**src/rtl/button_event_gen.sv**
```systemverilog
// rtl/button_event_gen.sv - debounced button levels, edge pulses, auto-repeat and a 4-deep event queue
//
// Purpose: takes the eight raw active-high button levels from the gamepad
// receiver and turns them into debounced levels, one-cycle press/release
// pulses, and a stream of {kind, button} events for game logic.
//
// Ports:
//   clk            system clock
//   reset          synchronous active-low reset
//   btn_in[7:0]    raw pressed levels (A, B, select, start, up, down, left, right)
//   repeat_en      enables auto-repeat on the direction buttons (bits 4-7)
//   btn_state[7:0] debounced levels
//   press_pulse    one-cycle pulse per bit when btn_state rises
//   release_pulse  one-cycle pulse per bit when btn_state falls
//   event_valid    queue head valid
//   event_data     {kind[1:0], button[2:0]}; kind 00 press, 01 release, 10 repeat
//   event_ready    consumer accepts the head when event_valid is also high
//   overflow       sticky flag: an event was dropped
//   overflow_clr   clears overflow (a simultaneous drop wins)
module button_event_gen #(
  parameter int DEBOUNCE_CYCLES = 50000,
  parameter int REPEAT_DELAY    = 25000000,
  parameter int REPEAT_PERIOD   = 5000000
) (
  input  logic       clk,
  input  logic       reset,
  input  logic [7:0] btn_in,
  input  logic       repeat_en,
  output logic [7:0] btn_state,
  output logic [7:0] press_pulse,
  output logic [7:0] release_pulse,
  output logic       event_valid,
  output logic [4:0] event_data,
  input  logic       event_ready,
  output logic       overflow,
  input  logic       overflow_clr
);

  localparam int DW = $clog2(DEBOUNCE_CYCLES + 1);
  localparam int RW = $clog2(REPEAT_DELAY + 1);
  localparam logic [DW-1:0] DB_LAST    = DW'(DEBOUNCE_CYCLES - 1);
  localparam logic [RW-1:0] RPT_LAST   = RW'(REPEAT_DELAY - 1);
  // Reloading to DELAY-PERIOD makes the next fire land exactly PERIOD cycles later.
  localparam logic [RW-1:0] RPT_RELOAD = RW'(REPEAT_DELAY - REPEAT_PERIOD);

  logic [DW-1:0] cnt [8];
  logic [RW-1:0] rpt [4];
  logic [7:0]    diff, flip, rise, fall, rep_evt;
  logic [7:0]    press_pend, release_pend, repeat_pend;
  logic [7:0]    press_clr, release_clr, repeat_clr;
  logic [4:0]    mem [4];
  logic [1:0]    wr_ptr, rd_ptr;
  logic [2:0]    count;
  logic          pop, can_push, push, drop;
  logic [4:0]    push_data;

  function automatic logic [2:0] lowest(input logic [7:0] v);
    lowest = 3'd0;
    for (int i = 7; i >= 0; i--) begin
      if (v[i]) lowest = 3'(i);
    end
  endfunction

  assign diff        = btn_in ^ btn_state;
  assign rise        = flip & ~btn_state;
  assign fall        = flip & btn_state;
  assign event_valid = (count != 3'd0);
  assign event_data  = event_valid ? mem[rd_ptr] : 5'd0;
  assign pop         = event_valid && event_ready;
  // A pop in the same cycle frees the slot, so a full queue can still accept.
  assign can_push    = (count != 3'd4) || pop;

  always_comb begin
    flip    = '0;
    rep_evt = '0;
    for (int i = 0; i < 8; i++) begin
      flip[i] = diff[i] && (cnt[i] == DB_LAST);
    end
    // A button changing state this cycle restarts its repeat timer instead of firing.
    for (int j = 0; j < 4; j++) begin
      rep_evt[j+4] = !flip[j+4] && btn_state[j+4] && repeat_en && (rpt[j] == RPT_LAST);
    end
  end

  // Fixed priority: presses, then releases, then repeats; lowest button first.
  always_comb begin
    press_clr   = '0;
    release_clr = '0;
    repeat_clr  = '0;
    push        = 1'b0;
    push_data   = 5'd0;
    if (can_push) begin
      if (|press_pend) begin
        push                          = 1'b1;
        push_data                     = {2'b00, lowest(press_pend)};
        press_clr[lowest(press_pend)] = 1'b1;
      end else if (|release_pend) begin
        push                              = 1'b1;
        push_data                         = {2'b01, lowest(release_pend)};
        release_clr[lowest(release_pend)] = 1'b1;
      end else if (|repeat_pend) begin
        push                            = 1'b1;
        push_data                       = {2'b10, lowest(repeat_pend)};
        repeat_clr[lowest(repeat_pend)] = 1'b1;
      end
    end
  end

  // Only a pending bit that stays occupied loses the incoming event.
  assign drop = |((press_pend & ~press_clr & rise) |
                  (release_pend & ~release_clr & fall) |
                  (repeat_pend & ~repeat_clr & rep_evt));

  always_ff @(posedge clk) begin
    if (!reset) begin
      for (int i = 0; i < 8; i++) cnt[i] <= '0;
      for (int j = 0; j < 4; j++) rpt[j] <= '0;
      for (int k = 0; k < 4; k++) mem[k] <= '0;
      btn_state     <= '0;
      press_pulse   <= '0;
      release_pulse <= '0;
      press_pend    <= '0;
      release_pend  <= '0;
      repeat_pend   <= '0;
      overflow      <= 1'b0;
      wr_ptr        <= '0;
      rd_ptr        <= '0;
      count         <= '0;
    end else begin
      for (int i = 0; i < 8; i++) begin
        if (!diff[i] || flip[i]) cnt[i] <= '0;
        else                     cnt[i] <= cnt[i] + 1'b1;
      end
      for (int j = 0; j < 4; j++) begin
        if (flip[j+4] || !(btn_state[j+4] && repeat_en)) rpt[j] <= '0;
        else if (rpt[j] == RPT_LAST)                     rpt[j] <= RPT_RELOAD;
        else                                             rpt[j] <= rpt[j] + 1'b1;
      end
      btn_state     <= btn_state ^ flip;
      press_pulse   <= rise;
      release_pulse <= fall;
      // Set after clear: a bit drained and re-armed in one cycle stays set.
      press_pend    <= (press_pend & ~press_clr) | rise;
      release_pend  <= (release_pend & ~release_clr) | fall;
      repeat_pend   <= (repeat_pend & ~repeat_clr) | rep_evt;
      if (drop)              overflow <= 1'b1;
      else if (overflow_clr) overflow <= 1'b0;
      if (push) begin
        mem[wr_ptr] <= push_data;
        wr_ptr      <= wr_ptr + 2'd1;
      end
      if (pop) rd_ptr <= rd_ptr + 2'd1;
      count <= count + {2'b00, push} - {2'b00, pop};
    end
  end

endmodule
```
**config.mk**
```make
export PLATFORM = sky130hd
export DESIGN_NAME = button_event_gen
export DESIGN_NICKNAME = d
export VERILOG_FILES = /design/src/rtl/button_event_gen.sv
export SDC_FILE = /design/constraint.sdc
export NUM_CORES = 1
export LEC_CHECK = 0
export ABC_AREA = 1
export BUFFER_PORTS_ARGS = -buffer_cell sky130_fd_sc_hd__buf_2
export CORE_ASPECT_RATIO = 1.75
export CORE_MARGIN = 2
export CORE_UTILIZATION = 40
export DETAILED_ROUTE_END_ITERATION = 16
export GPL_ROUTABILITY_DRIVEN = 1
export PLACE_DENSITY_LB_ADDON = 0.1
export SLEW_MARGIN = 0
export SYNTH_ARGS = -nofsm -noshare
export SYNTH_HDL_FRONTEND = slang
export SYNTH_SLANG_ARGS = --single-unit
```
**constraint.sdc**
```tcl
create_clock -name clk -period 3.18 [get_ports clk]
set_input_delay 0.318 -clock clk [delete_from_list [all_inputs] [get_ports clk]]
set_output_delay 0.318 -clock clk [all_outputs]
set_load 0.1 [all_outputs]
```
==> results.json <==
{
  "place_inst": 2803,
  "hold_buffers": 0,
  "power.density_mw_per_mm2": 487,
  "syn_to_final_growth_pct": 16.9,
  "hpwl_um": 28900,
  "vias": 13500,
  "layout_commonest_cell": "nor2_1",
  "rows": 99,
  "mostFrequentLayoutCells": "nor2_1 (337), nand2_1 (336), inv_1 (283), edfxtp_1 (248), conb_1 (228)",
  "die_area_mm2": 0.0437,
  "yosys_most_used_dff": "edfxtp_1",
  "cp_max_fo": 6,
  "critPathCaptureType": "flop",
  "maxSlewHeadroom": 0.407,
  "synth.distinct_cells": 50,
  "yosysWarnings": 0,
  "dp_slack_ns": 0.582,
  "cp.arrival_ns": 3.07,
  "stdcell_count": 2860,
  "synth-edff-count": 248,
  "cts_resized": 0,
  "syn_area_mm2": 0.0168,
  "fin_crit_ns": 2.61,
  "synth_area_leaders": "edfxtp_1 (44%), nor2_1 (7.5%), nand2_1 (7.5%), dfxtp_1 (6.9%), inv_1 (6.3%)",
  "cts_num_sinks": 306,
  "grt_setup_unrepaired": "false",
  "io_buffers": 43,
  "final_cell_area_mm2": 0.0196,
  "fin_nets": 2308,
  "cts_setup_buffers": 0,
  "clkLatencyLatePin_ns": 0.57,
  "grt_pass1_wl_um": 62300,
  "drtAntennaViolNets": 0,
  "dpl_cell_area_mm2": 0.0185,
  "p_leak_uw": 0.00818,
  "worst_slack_ns": 0.570,
  "outcome": "finished, final reports clean",
  "skew_ns": 0.0120,
  "grt_start_max_net_pins": 24,
  "clkTransAtPathRegs_ns": 0.07,
  "yosysTopAreaCell": "edfxtp_1",
  "ir_worst_vdd_mv": 0.399,
  "tns_ns": 0,
  "firstDrtPassIters": 5,
  "tritoncts.num_buffers": 30,
  "core_region_area_mm2": 0.0415,
  "ys_ff_latch": 306,
  "cts_tree": "done",
  "min-delay-path-class": "in -> reg",
  "grt_pass1_vias": 13400,
  "max_cap_violations": 0,
  "post-route-drc-count": 0,
  "grt_usage": 0.172,
  "fin_util": 0.473,
  "cts_root_buf": "clkbuf_16",
  "critPathKind": "reg -> reg",
  "drv_slew": 0,
  "synth_top_cell_area_share": 0.444,
  "routedWlPerCell_um": 13.0,
  "worstSetupStartpointType": "flop",
  "fin_crit_sh": 0.821,
  "max-clock-path-buffers": 3,
  "routed_wl_um": 37100,
  "drive_above_1_share": 0.0855,
  "grt-ovfl-total": 0,
  "cts-htree-levels": 1,
  "drtIter0Drc": 523,
  "synth_seq_area_share": 0.513,
  "antenna_found_initial": 2,
  "synth_cells": 1994,
  "gp_congestion": 0.883,
  "crit_required_ns": 3.64,
  "synthArstFlopShare": 0,
  "synth.avg_cell_area_um2": 8.42,
  "fmax_mhz": 383,
  "hold_viol_final": 0,
  "vias_per_cell": 4.73,
  "die_w_um": 159,
  "io_pins": 44,
  "setup_viol": 0,
  "worst_pin_slew_ns": 0.882,
  "die_h_um": 275,
  "initial_core_util": 0.404
}
-- final cells by class --
type,count,area (µm²)
diodes,1,2.50
clock buffers,44,938
clock inverters,12,166
fillers,4094,21900
inverters,289,1080
multi-input cells,1602,7840
flip-flops and latches,306,8610
well taps,555,694
repair buffers,51,288
-- worst paths after layout --
| check | start | endpoint | slack (ns) | cells after the start |
|---|---|---|---|---|
| setup / recovery | press_pend[4] | count[2] | 0.57 | 13 |
| hold / removal | btn_in[3] | press_pulse[3] | 0.05 | 3 |
| setup reg to reg | press_pend[4] | count[2] | 0.57 | 13 |
| hold reg to reg | rd_ptr[0] | rd_ptr[0] | 0.48 | 1 |
-- per-stage QoR --
stage	hold slack (ns)	total power [µW]
4_1_cts	0.0137	9700
5_1_grt	0.0473	9970
6_report	0.0518	9560
3_3_place_gp	0.462	5680
2_1_floorplan	0.436	5470
3_5_place_dp	0.465	5700
-- cells in the mapped netlist, types with 2 or more instances --
master      n
xor2_1     41
or2_2      18
nand3_1   114
clkbuf_1   13
o21ai_0    67
nor3_4      3
nor2_1    337
nor3b_1    26
nand4_2     3
nor2_4      6
a21oi_1   131
a31o_2      4
o31ai_1     2
inv_1     283
buf_2      11
nor2_2     21
nor3_1     86
a211oi_1    9
xnor2_1    12
a31oi_1     6
nor3b_2     5
dfxtp_1    58
nand2_2     3
o21bai_1   10
and3_1      5
nor3_2     10
nand4_1    47
nand2_4     2
o211ai_1    3
ha_1       14
nand2_1   336
edfxtp_1  248
inv_2       5
nor4_1     16
nand3_2     6
o21a_1     17
or2_1       3
-- critical path: stages, from the launching register on --
cell	delay (ns)
dfxtp_1	0.33
nor2_1	0.15
nand2_1	0.16
nor2_4	0.16
inv_1	0.10
o31ai_4	0.32
ha_1	0.29
inv_1	0.06
ha_1	0.13
inv_1	0.04
fa_1	0.37
xor2_1	0.16
o21ai_0	0.17
a21oi_1	0.06
-- registers in the layout (all words and copies together), names as in the netlist, named ones only --
register and flops:
press_pulse 8, cnt 128, rpt 100, press_pend 8, mem 20, release_pulse 8, overflow 1, wr_ptr 2
repeat_pend 8, rd_ptr 2, release_pend 8, count 3
-- layer usage --
metal,global-route usage,wire (µm),vias up
met5,0,11,-
met2,0.340,19900,189
li1,-,-,7036
met3,0.0253,1390,78
met1,0.183,14700,6218
met4,0.0656,1160,2
-- report_power, final --
group          switching, µW  total [µW]  internal [µW]
Sequential               167        4670           4500
Clock                   1580        3950           2370
Combinational            728         941            214
-- logic make-up (layout without fill, tap and decap cells) --
kind of cell / count (synthesis) / count (layout) / share of synthesized area
buffers and inverters: 313 / 396 / 0.0708
and+or+nand+nor: 1052 / 1052 / 0.292
DFF: 306 / 306 / 0.513
other: 1 / 229 / 0.000223
AOI/OAI and AO/OA: 254 / 254 / 0.0853
xor gates and xnor gates: 53 / 53 / 0.0277
adders and majority gates: 15 / 15 / 0.0116
Note: power is estimated with default switching activity, not from simulation.
